[src/rtl/fetch_stage.sv]
// fetch_stage
//   Instruction-fetch stage. Owns the PC, requests instruction words from
//   instruction memory over a req/ready handshake, applies beq/bne/j
//   redirects and registers each fetched word into the IF/ID latch.
//
//   Ports
//     clk, reset                    clock, synchronous active-high reset
//     imem_addr/req/ready/rdata     instruction-memory handshake
//     stall                         downstream cannot take a new IF/ID entry
//     branch_eq/ne, zero            branch resolution from EX
//     branch_pc4, branch_offset     branch base (PC+4) and word offset
//     jump, jump_target             jump request and instr[25:0]
//     ifid_instr/pc4/valid          IF/ID latch
//
//   state    | meaning
//   ---------+-------------------------------------------------------------
//   FETCH    | request outstanding at pc
//   HOLD     | word fetched while stalled, parked in buf_q; no request
//   DROP     | redirected while a request was pending; finish it, discard
module fetch_stage #(
   parameter logic [31:0] RESET_PC = 32'h0000_0000
) (
   input  logic        clk,
   input  logic        reset,
   output logic [31:0] imem_addr,
   output logic        imem_req,
   input  logic        imem_ready,
   input  logic [31:0] imem_rdata,
   input  logic        stall,
   input  logic        branch_eq,
   input  logic        branch_ne,
   input  logic        zero,
   input  logic [31:0] branch_pc4,
   input  logic [31:0] branch_offset,
   input  logic        jump,
   input  logic [25:0] jump_target,
   output logic [31:0] ifid_instr,
   output logic [31:0] ifid_pc4,
   output logic        ifid_valid
);

   localparam logic [1:0] ST_FETCH = 2'd0;
   localparam logic [1:0] ST_HOLD  = 2'd1;
   localparam logic [1:0] ST_DROP  = 2'd2;

   logic [1:0]  state_q, state_d;
   logic [31:0] pc_q, pc_d;
   logic [31:0] buf_q, buf_d;
   logic [31:0] saved_tgt_q, saved_tgt_d;
   logic [31:0] ifid_instr_q, ifid_instr_d;
   logic [31:0] ifid_pc4_q, ifid_pc4_d;
   logic        ifid_valid_q, ifid_valid_d;

   logic        taken;
   logic        redirect;
   logic [31:0] target;
   logic [31:0] pc_plus4;

   assign taken    = (branch_eq & zero) | (branch_ne & ~zero);
   assign redirect = jump | taken;
   // jump takes priority over a simultaneously resolved branch
   assign target   = jump ? {branch_pc4[31:28], jump_target, 2'b00}
                          : branch_pc4 + (branch_offset << 2);
   assign pc_plus4 = pc_q + 32'd4;

   always_comb begin
      state_d      = state_q;
      pc_d         = pc_q;
      buf_d        = buf_q;
      saved_tgt_d  = saved_tgt_q;
      ifid_instr_d = ifid_instr_q;
      ifid_pc4_d   = ifid_pc4_q;
      ifid_valid_d = ifid_valid_q;

      // a redirect flushes IF/ID regardless of stall or state
      if (redirect) begin
         ifid_instr_d = 32'h0;
         ifid_pc4_d   = 32'h0;
         ifid_valid_d = 1'b0;
      end

      case (state_q)
         ST_FETCH: begin
            if (redirect) begin
               if (imem_ready) begin
                  pc_d = target;
               end else begin
                  // the pending request must complete at the old address
                  saved_tgt_d = target;
                  state_d     = ST_DROP;
               end
            end else if (imem_ready) begin
               if (stall) begin
                  buf_d   = imem_rdata;
                  state_d = ST_HOLD;
               end else begin
                  ifid_instr_d = imem_rdata;
                  ifid_pc4_d   = pc_plus4;
                  ifid_valid_d = 1'b1;
                  pc_d         = pc_plus4;
               end
            end
         end
         ST_HOLD: begin
            if (redirect) begin
               pc_d    = target;
               state_d = ST_FETCH;
            end else if (!stall) begin
               ifid_instr_d = buf_q;
               ifid_pc4_d   = pc_plus4;
               ifid_valid_d = 1'b1;
               pc_d         = pc_plus4;
               state_d      = ST_FETCH;
            end
         end
         ST_DROP: begin
            if (redirect) begin
               saved_tgt_d = target;
            end
            if (imem_ready) begin
               pc_d    = redirect ? target : saved_tgt_q;
               state_d = ST_FETCH;
            end
         end
         default: begin
            state_d = ST_FETCH;
         end
      endcase
   end

   always_ff @(posedge clk) begin
      if (reset) begin
         state_q      <= ST_FETCH;
         pc_q         <= RESET_PC;
         buf_q        <= 32'h0;
         saved_tgt_q  <= 32'h0;
         ifid_instr_q <= 32'h0;
         ifid_pc4_q   <= 32'h0;
         ifid_valid_q <= 1'b0;
      end else begin
         state_q      <= state_d;
         pc_q         <= pc_d;
         buf_q        <= buf_d;
         saved_tgt_q  <= saved_tgt_d;
         ifid_instr_q <= ifid_instr_d;
         ifid_pc4_q   <= ifid_pc4_d;
         ifid_valid_q <= ifid_valid_d;
      end
   end

   // request is masked during the reset cycle itself
   assign imem_req   = ~reset & ((state_q == ST_FETCH) | (state_q == ST_DROP));
   assign imem_addr  = {pc_q[31:2], 2'b00};
   assign ifid_instr = ifid_instr_q;
   assign ifid_pc4   = ifid_pc4_q;
   assign ifid_valid = ifid_valid_q;

endmodule

[config.mk]
export PLATFORM = sky130hd
export DESIGN_NAME = fetch_stage
export DESIGN_NICKNAME = d
export VERILOG_FILES = /design/src/rtl/fetch_stage.sv
export SDC_FILE = /design/constraint.sdc
export NUM_CORES = 1
export LEC_CHECK = 0
export ABC_AREA = 1
export BUFFER_PORTS_ARGS = -buffer_cell sky130_fd_sc_hd__buf_2
export CORE_MARGIN = 8
export CORE_UTILIZATION = 55
export DETAILED_ROUTE_END_ITERATION = 8
export GPL_ROUTABILITY_DRIVEN = 0
export PLACE_DENSITY = 0.92
export SYNTH_ARGS = -nofsm -noshare
export SYNTH_HDL_FRONTEND = slang
export SYNTH_SLANG_ARGS = --single-unit
[constraint.sdc]
create_clock -name clk -period 4 [get_ports clk]
set_clock_uncertainty 0.1 [all_clocks]
set_input_delay 0.6 -clock clk [delete_from_list [all_inputs] [get_ports clk]]
set_output_delay 0.6 -clock clk [all_outputs]
set_load 0.02 [all_outputs]
Yosys cells after proc, flatten, opt, wreduce, memory -nomap -nowiden

Index checks and enable logic that the tools add are counted.

Output and inout port bits: 98
Bits of input ports: 130
Logic and storage cells: 74
Register bits after elaboration: 163

Bitwise logic cells: 9
Add/sub/neg operators: 2
Equal/unequal tests: 10
Mux-type cells: 39
Reduce and logical (&&, ||, !) cells: 7

Operator list:

| operator              | number |
|---|---|
| $mux 32               | 21 |
| $pmux 32 s2           | 3 |
| $pmux 32 s3           | 1 |
| $add 32x3->32 const B | 1 |
| $add 32x32->32        | 1 |
| $mux 2                | 7 |
| $ne 3x3->1 const B    | 4 |
| $ne 2x2->1 const B    | 4 |
| $pmux 2 s3            | 1 |
| $reduce_and 3->1      | 2 |
| $mux 1                | 5 |
| $reduce_and 5->1      | 1 |
| $reduce_and 4->1      | 1 |
| $and 1x1->1           | 3 |
| $not 1->1             | 3 |
| $or 1x1->1            | 3 |
| $reduce_bool 3->1     | 1 |
| $eq 2x1->1 const B    | 1 |
| $eq 2x2->1 const B    | 1 |
| $logic_not 2->1       | 1 |
| $pmux 1 s2            | 1 |
| $reduce_bool 2->1     | 1 |

Longest topological paths before layout

Depth in word-level cells: 9
Depth in mapped cells: 18
Depth with buffers taken out: 18

Worst setup path after synthesis

No wires, ideal clock.

Path type: input to register
Start point: input port branch_pc4[2]
End point: register pc_q[14]
Required time: 3791 ps
Setup time: 109 ps
Stages on the path: 15
Slack: 1405 ps
Path buffers: 0
Data arrival time: 2386 ps
Cell sequence: ha_1 fa_1 nand3_1 nand3_1 nand3_1 nand3b_1 or2_2 nand3_1 nand2_1 nand2_1 o21ai_0 nand2_1 nand3_1 nand2_1 inv_1

Word-level cells in the longest chain between the ends: 5
Elaborated cells on any way between the ends: 8
Those cells by class: add/sub: 1; mux: 7

RTL lines:

| item                       | line    | text |
|---|---|---|
| start, declared            | 33      | `input logic [31:0] branch_pc4,` |
| $add 32x32->32 (*)         | 63      | `: branch_pc4 + (branch_offset << 2);` |
| $mux 32 (*)                | 62      | `assign target = jump ? {branch_pc4[31:28], jump_target, 2'b00}` |
| $mux 32 (on tied branches) | --      |  |
| $mux 32 (on tied branches) | 120, 84 |  |
| $pmux 32 s3 (*)            | 82      | `case (state_q)` |
| end signal, assigned       | 142     | `pc_q <= pc_d;` |
| end, declared              | 47      | `logic [31:0] pc_q, pc_d;` |

Every way passes the cells marked *; elsewhere a longest branch is shown, timed or not. The select of a mux whose other input is x is not followed.
A chain may end at the register's enable or synchronous reset.

Final worst setup path

Start point: register state_q[1]
End point: register pc_q[0]

Word-level cells in the longest chain between the ends: 3
Elaborated cells on any way between the ends: 8
Those cells by class: eq/ne: 4; mux: 1; reduce/logical: 3

RTL lines:

| item                                                             | line | text |
|---|---|---|
| start, declared                                                  | 46   | `logic [1:0] state_q, state_d;` |
| start signal, assigned                                           | 141  | `state_q <= state_d;` |
| $eq 2x2->1 (tied with other cells)                               | 82   |  |
| $ne 2x2->1 (no line) / $reduce_bool 3->1 (equally long branches) | --   |  |
| $reduce_and 3->1 (no line)                                       | --   |  |

Several ways; a longest one is shown, not always the timed one.

==> metrics.txt <==
sequential cell area 3263 sq um; GR Util All Layers 0.2880; DRC Markers 0; worst hold path class in -> reg; CP startpoint state_q[1]; clock slew at reported path FFs 0.07 ns; Worst Setup End Kind flip-flop; R2R Path Start state_q[1]; share of cells above drive strength 1 0.1719; Routed WL 36260 um; Leak Pwr 6.328 nW; Hold Slack 0.2947 ns; antenna violations before repair 2; Ys Warns 0; crit-path max FO 45; leading cell types by count after synthesis nand2_1, nand3_1, inv_1, dfxtp_1, nor2_1; Bufs on Longest Clock Path 2; Tightest Pin Transition 1.307 ns; First DRT Iteration DRCs 1446; vias in the first global route 11810; Total Power 4.755 mW; largest family of logic cells by synthesized area simple AND/OR/NAND/NOR gates; Skew-Pair Late Insertion Delay 0.44 ns; full die area 24450 sq um; Synth area leaders dfxtp_1, nand2_1, nand3_1, inv_1, a21oi_1; Post-Place Setup Slack 0.8802 ns; simple-gate share of the synthesized area 0.3815; Synth Area in Adders 0.03649; fmax 0.3478 GHz; post-synthesis sequential area ratio 0.3012; post-layout min period 2.876 ns; Worst VDD drop 0.3647 mV; largest net degree at the start of global routing 79; H-tree Lvls 4; final hold vios 0; Worst R2R End pc_q[0]; via count 12800; Antenna Nets Post-Route 0; Nets 2085; Worst EP arrival 3.13 ns; Worst slew margin 0.1280; worst reg2reg setup slack 1.12 ns; number of port buffers 223; hold_sp imem_rdata[9]; most frequent cell after synthesis nand2_1; leading area contributor after synthesis dfxtp_1; Seq pwr share 0.388; Max-Cap Viols 0; hold_buf cts 0; first-pass GRT wire length 57770 um; setup_tns 0 ns; WP data required 4.25 ns; mux contribution to synthesized area 0; floorplan row count 51; Post-Syn Instances 1756; setup ws final 1.124 ns; via/cell ratio 5.811; Psw 1.692 mW; Multi-input gate area 6475 sq um; type of element launching the critical path flip-flop; outcome finished, final reports clean; crit share post-route 0.7189; IO Count 228; FF+latch count, synth 163; Cell Int Power 3.063 mW; Setup Viol. Count Final 0; Switching Share 0.3558; Starting Density 0.5586; Clock Power Share 0.362; CTS tree done; hold endpoint buf_q[9]; CORE AREA 19400 sq um; Pwr Density 376.7 nW/um^2; Yosys top cell area share 0.3012; CTS buffer count 17; dpl hpwl 26050 um; reg2reg path depth 10; WL/cell 16.46 um; Die Width 156.4 um; critical path type reg -> reg; post-CTS setup buffer count 0; Yosys cell types 50; grt ovf 0; unrepaired setup endpoints after global routing no; Chip Height 156.4 um; Comb pwr share 0.250; area grow syn2layout 16.50%; fraction of registers with async set/reset 0; Compound-Gate Fraction of Synth Area 0.1630; ys flop type dfxtp_1; CTS Root Cell clkbuf_16; Hold Path Depth 3; First-pass DRT Iterations 6; max-slew violation count 0; clock sink count 163; FILL cells 1719; EDFF count, synth 0; Mapped Area 10840 sq um; PostCTS Resize Cnt 0; Post-Synth XOR/XNOR Area 0.01536; Syn Area/Cell 6.170 sq um
[layout make-up]
| cell class | instances | share of cell area |
|---|---|---|
| well taps | 265 | 0.02627 |
| multi-input cells | 1314 | 0.5129 |
| repair buffers | 236 | 0.09614 |
| clock inverters | 15 | 0.01517 |
| diodes | 1 | 0.0001982 |
| flip-flops and latches | 163 | 0.2585 |
| clock buffers | 17 | 0.03370 |
| inverters | 192 | 0.05709 |
[power by group through the flow]
stage	combinational [mW]	sequential (mW)	clock, mW
after floorplan	0.768	1.89	0
after global placement	1.11	1.86	0
after detailed placement	1.15	1.87	0
after CTS	1.16	1.84	1.73
after global routing	1.31	1.85	1.81
final	1.19	1.84	1.72
[how the worst max path moves through the flow]
stage,end,depth (start not counted)
6_report,pc_q[0],10
3_3_place_gp,ifid_pc4[24],11
3_5_place_dp,ifid_instr[21],11
4_1_cts,pc_q[0],10
5_1_grt,pc_q[0],10
2_1_floorplan,pc_q[14],15
[cells by family (layout without fill, tap and decap cells)]
family | Yosys count | after routing
flops | 163 | 163
other cells | 1 | 3
simple gates | 959 | 959
fa+ha+maj | 31 | 31
compound gates | 303 | 303
buf+inv | 280 | 460
xor+xnor | 19 | 19
[sequential cells by signal (all words and copies together), names as in the netlist]
signal	cells
ifid_instr	32
pc_q	32
buf_q	32
saved_tgt_q	32
ifid_valid	1
ifid_pc4	32
state_q	2
[per-layer routing]
| layer | global-route usage | vias to the layer above | part of all wire |
|---|---|---|---|
| li1 | - | 6097 | - |
| met1 | 0.3496 | 5777 | 0.38 |
| met2 | 0.4594 | 777 | 0.46 |
| met3 | 0.07115 | 148 | 0.11 |
| met4 | 0.1611 | 2 | 0.053 |
| met5 | 0 | - | 0.00022 |
[placed cells by master, fill, tap and decap left out, drive strengths merged]
master,instances
nor4,3
a31oi,53
nand2,566
conb,2
a41oi,1
a31o,1
a221oi,2
o211ai,17
bufinv,2
o21bai,8
o21a,2
xnor2,6
dfxtp,163
diode,1
nand4,12
xor2,13
o31ai,2
a21boi,5
a21o,5
ha,30
o22ai,1
fa,1
a21oi,101
inv,199
nand3b,1
clkinvlp,2
clkbuf,17
buf,236
and3,1
o21ai,92
nor2,121
o2111ai,13
nand3,209
nor3b,1
clkinv,4
nor3,16
and2,2
or2,27
[worst max-delay path, stage by stage (launching register included)]
cell     delay [ns]
dfxtp_1        0.58
inv_1          0.13
nor2_2         0.19
buf_4          0.40
inv_2          0.26
buf_4          0.35
a21oi_1        0.16
o21ai_0        0.10
o21ai_0        0.23
nand2_1        0.10
a21oi_1        0.16
[metrics by stage]
step	utilization	instances	area [sq um]
3_3_place_gp	0.6188	2170	12000
3_5_place_dp	0.6188	2170	12000
4_1_cts	0.6506	2202	12620
6_report	0.6507	2203	12620
2_1_floorplan	-	1757	10840
5_1_grt	0.6507	2203	12620
Note: power is estimated with default switching activity, not from simulation.
